## config.mk

```make
export PLATFORM = sky130hd
export DESIGN_NAME = up_counter
export DESIGN_NICKNAME = d
export VERILOG_FILES = /design/src/rtl/up_counter.sv
export SDC_FILE = /design/constraint.sdc
export NUM_CORES = 1
export LEC_CHECK = 0
export BUFFER_PORTS_ARGS = -buffer_cell sky130_fd_sc_hd__buf_2
export CAP_MARGIN = 20
export CORE_AREA = 4 4 41 43
export DETAILED_ROUTE_END_ITERATION = 12
export DIE_AREA = 0 0 45 47
export SETUP_SLACK_MARGIN = 0.02
export SLEW_MARGIN = 10
export SYNTH_ARGS = -nofsm -noshare
export SYNTH_HDL_FRONTEND = slang
export SYNTH_SLANG_ARGS = --single-unit
```

## constraint.sdc

```tcl
create_clock -name clk -period 2.1 [get_ports clk]
set_input_delay 0.21 -clock clk [delete_from_list [all_inputs] [get_ports clk]]
set_output_delay 0.21 -clock clk [all_outputs]
set_load 0.005 [all_outputs]
```

## src/rtl/up_counter.sv

```systemverilog
// Parameterised up-counter with enable, synchronous clear/load, a programmable
// terminal value, and a choice of wrapping or saturating at that value.
module up_counter #(
  parameter int WIDTH    = 4,
  parameter int MAX_VAL  = (2 ** WIDTH) - 1,
  parameter bit SATURATE = 1'b0,
  parameter int STEP     = 1
) (
  input  logic             clk,
  input  logic             reset,
  input  logic             en       = 1'b1,
  input  logic             clear    = 1'b0,
  input  logic             load     = 1'b0,
  input  logic [WIDTH-1:0] load_val = '0,
  output logic [WIDTH-1:0] counter,
  output logic             tc,
  output logic             wrap,
  output logic             ovf
);

  localparam logic [WIDTH:0] MAX_X  = (WIDTH+1)'(MAX_VAL);
  localparam logic [WIDTH:0] STEP_X = (WIDTH+1)'(STEP);
  localparam logic [WIDTH:0] MOD_X  = MAX_X + (WIDTH+1)'(1);

  logic [WIDTH:0]   sum;
  logic [WIDTH:0]   wrapped;
  logic [WIDTH:0]   load_x;
  logic [WIDTH-1:0] counter_nxt;
  logic             wrap_nxt;
  logic             ovf_nxt;

  // One extra bit on the sum so an overshoot past MAX_VAL is never lost.
  assign sum     = {1'b0, counter} + STEP_X;
  assign wrapped = sum - MOD_X;
  assign load_x  = {1'b0, load_val};

  always_comb begin
    counter_nxt = counter;
    wrap_nxt    = 1'b0;
    ovf_nxt     = ovf;
    if (clear) begin
      counter_nxt = '0;
      ovf_nxt     = 1'b0;
    end else if (load) begin
      counter_nxt = (load_x > MAX_X) ? MAX_X[WIDTH-1:0] : load_val;
    end else if (en) begin
      if (sum <= MAX_X) begin
        counter_nxt = sum[WIDTH-1:0];
      end else begin
        counter_nxt = SATURATE ? MAX_X[WIDTH-1:0] : wrapped[WIDTH-1:0];
        wrap_nxt    = 1'b1;
        ovf_nxt     = 1'b1;
      end
    end
  end

  always_ff @(posedge clk or negedge reset) begin
    if (!reset) begin
      counter <= '0;
      wrap    <= 1'b0;
      ovf     <= 1'b0;
    end else begin
      counter <= counter_nxt;
      wrap    <= wrap_nxt;
      ovf     <= ovf_nxt;
    end
  end

  assign tc = (counter == MAX_X[WIDTH-1:0]);

endmodule

```

==> impl_metrics.tcl <==
set metrics [dict create \
    outcome "completed" \
    mappedNetlistArea_um2 350 \
    cap_violations 0 \
    via_count_of_the_first_global_routing_pass 320 \
    post-route-period-util 0.693 \
    synthMostInstantiatedCell "dfrtp_1" \
    clkSlewWorstSetupHoldPaths_ns 0.05 \
    layout.area.seq_um2 150 \
    synth_area_per_cell_um2 9.47 \
    power.share.sequential 0.456 \
    residual_overflow_from_global_routing 0 \
    drc 0 \
    synth.lib_cells_used.distinct 18 \
    worstPathRequired_ns 1.89 \
    postLayoutCoreUtil 0.363 \
    area.growth.synth_to_final_pct 34.6 \
    power_frac_clock 0.371 \
    synth_common_cells "dfrtp_1 (6), inv_1 (4), nor2_1 (4)" \
    critical_path.startpoint_type "flip-flop" \
    synth_top_flop_cell "dfrtp_1" \
    criticalPathCategory "reg2out" \
    drt.antenna.violating_nets 0 \
    syn_nets 48 \
    synth_edf_count 0 \
    report.final.hold_viol_count 0 \
    initial_core_util 0.269 \
    post_drt_via_cell_ratio 4.51 \
    worstPathMaxFanout 6 \
    area_share_of_and_or_nand_nor_cells_after_synthesis 0.200 \
    fillcell_total 148 \
    route.vias.total 316 \
    worstMarginPinSlew_ns 0.198 \
    part_of_the_total_power_dissipated_in_combinational_logic 0.172 \
    top_level_ports 16 \
    grt_first_pass_wirelength_mm 1.25 \
    detailedRoute.firstPassIterationCount 3 \
    fin_worst_skew_ns 0.00420 \
    timing.final.crit_period_ns 1.46 \
    die_area_um2 2120 \
    area_share_of_fa_ha_maj_cells_after_synthesis 0.0714 \
    synth_top_family_by_area "simple AND/OR/NAND/NOR gates" \
    synth_seq_area_share 0.429 \
    peakVddDrop_mv 0.266 \
    num_rows 13 \
    grt_usage 0.0841 \
    num_antenna_cells 0 \
    switchingPower_mw 0.0738 \
    wl_per_cell_um 11.2 \
    postCtsResizedCells 0 \
    setup_viol_count_final 0 \
    yosysWarningCount 0 \
    crit_path_end_kind "output pin" \
    asyncSetResetFlopFracSynth 1.00 \
    worst_slew_margin_relative_to_its_limit 0.868 \
    clock_insertion_delay_worst_skew_ns 0.24 \
    power_report.internal_total_mw 0.212 \
    clockRootBuffer "clkbuf_4" \
    synthesis.instances 37 \
    netlist_top_cells_area "dfrtp_1 (43%), ha_1 (7.1%), nor2b_1 (5.4%), xnor2_1 (5.0%), inv_1 (4.3%)" \
    timing.hold.worst.class "in2reg" \
    multi_input_area_um2 180 \
    power.static_leakage_nw 0.245 \
    die_h_um 47 \
    coreArea_um2 1300 \
    synthMuxAreaShare 0.0286 \
    final_layout_size_suffix_gt1_frac 0.364 \
    post_synth_xor_area_fraction 0.0750 \
    wirelength_um 781 \
    worst-endpoint-arrival_ns 1.25 \
    synth-seq-cells 6 \
    sw_frac_of_total 0.258 \
    cts_tree "done" \
    grt_max_degree 9 \
    placement.io_buffers 15 \
    clock_path_buffers 2 \
    tritoncts.num_buffers 3 \
    grt_setup_unrepaired "no" \
    grt_antenna_before_repair 0 \
    gpl.final_weighted_congestion 0.665 \
    synth_compound_gate_area_share 0.139 \
    fin_hold_ws_ns 0.220 \
    numClockSinks 6 \
    final_nets 68 \
    chipWidth_um 45 \
    achievable_frequency_ghz 0.687 \
    final_max_slew_viols 0 \
    htree_num_levels 1 \
    drt_iter0_drcs 1 \
    yosys.area.top_type_share 0.429 \
    hpwlAfterDp_um 628 \
    power-per-cell-area_nw_per_um2 606 \
    setup-tns-final_ns 0 \
    post-synth-top-area-cell "dfrtp_1" \
]
==> per-stage QoR <==
stage                     power (mW)  cells  area (µm²)  setup slack, ns
after floorplan                0.158     37         350            0.746
after global placement         0.180     66         439            0.725
after detailed placement       0.181     66         439            0.677
after CTS                      0.292     70         472            0.630
after global routing           0.308     70         472            0.576
final                          0.286     70         472            0.644
==> what timing repair did <==
item / in CTS / in global routing
hold endpoints to repair: 6 / 0
setup buffers: 0 / 0
hold buffers: 1 / 0
setup endpoints to repair: 0 / 0
==> cell type report <==
| class | instances | area share |
|---|---|---|
| Tap cell | 15 | 0.0398 |
| Inverter | 4 | 0.0318 |
| Clock buffer | 3 | 0.0477 |
| Sequential cell | 6 | 0.318 |
| Multi-Input combinational cell | 26 | 0.382 |
| Timing Repair Buffer | 16 | 0.180 |
==> routing by layer <==
layer | GRT usage | wire length (µm)
met2 | 0.144 | 383
met1 | 0.0829 | 342
met4 | 0.0877 | 0
met5 | 0 | 0
met3 | 0.0153 | 54
==> path summary, 6_finish.rpt <==
| path | cells past startpoint | start | slack, ns | end |
|---|---|---|---|---|
| hold reg to reg | 2 | ovf$_DFFE_PN0P_ | 0.54 | ovf$_DFFE_PN0P_ |
| hold / removal | 3 | load_val[0] | 0.22 | counter[0]$_DFFE_PN0P_ |
| min in group asynchronous | 2 | reset | 0.31 | counter[0]$_DFFE_PN0P_ |
| setup / recovery | 3 | counter[0]$_DFFE_PN0P_ | 0.64 | tc |
| setup reg to reg | 4 | counter[0]$_DFFE_PN0P_ | 0.69 | ovf$_DFFE_PN0P_ |
| max in group asynchronous | 2 | reset | 1.65 | counter[2]$_DFFE_PN0P_ |
==> cells in the final DEF, fill, tap and decap left out, types with 2 or more instances in the layout <==
cell and n:
nor2_1 4, a21oi_1 2, dfrtp_1 6, o21a_1 2, nor2b_1 3, inv_1 4
xnor2_1 2, nor3_1 2, nand2_1 2, ha_1 2, clkbuf_4 3, buf_2 15
==> power by group through the flow <==
stage | sequential [mW] | clock (mW) | combinational [mW]
after CTS | 0.131 | 0.111 | 0.0505
after global placement | 0.132 | 0 | 0.0484
final | 0.130 | 0.106 | 0.0492
after detailed placement | 0.132 | 0 | 0.0488
after global routing | 0.132 | 0.121 | 0.0556
after floorplan | 0.132 | 0 | 0.0260
==> logic make-up after synthesis <==
logic type / after synthesis
AND/OR/NAND/NOR: 14
AO/OA/AOI/OAI: 6
flip-flops: 6
adder cells (fa/ha/maj): 2
XOR/XNOR: 3
buffers and inverters: 5
multiplexers: 1
==> state kept, by name, summed over array words and instances (netlist names) <==
name,count
counter,4
ovf,1
wrap,1
==> worst max-delay path: stages (launching register included) <==
cell     delay [ns]
dfrtp_1        0.44
ha_1           0.27
and3_2         0.18
buf_2          0.12
No activity file was read; power rests on OpenSTA's default activity.
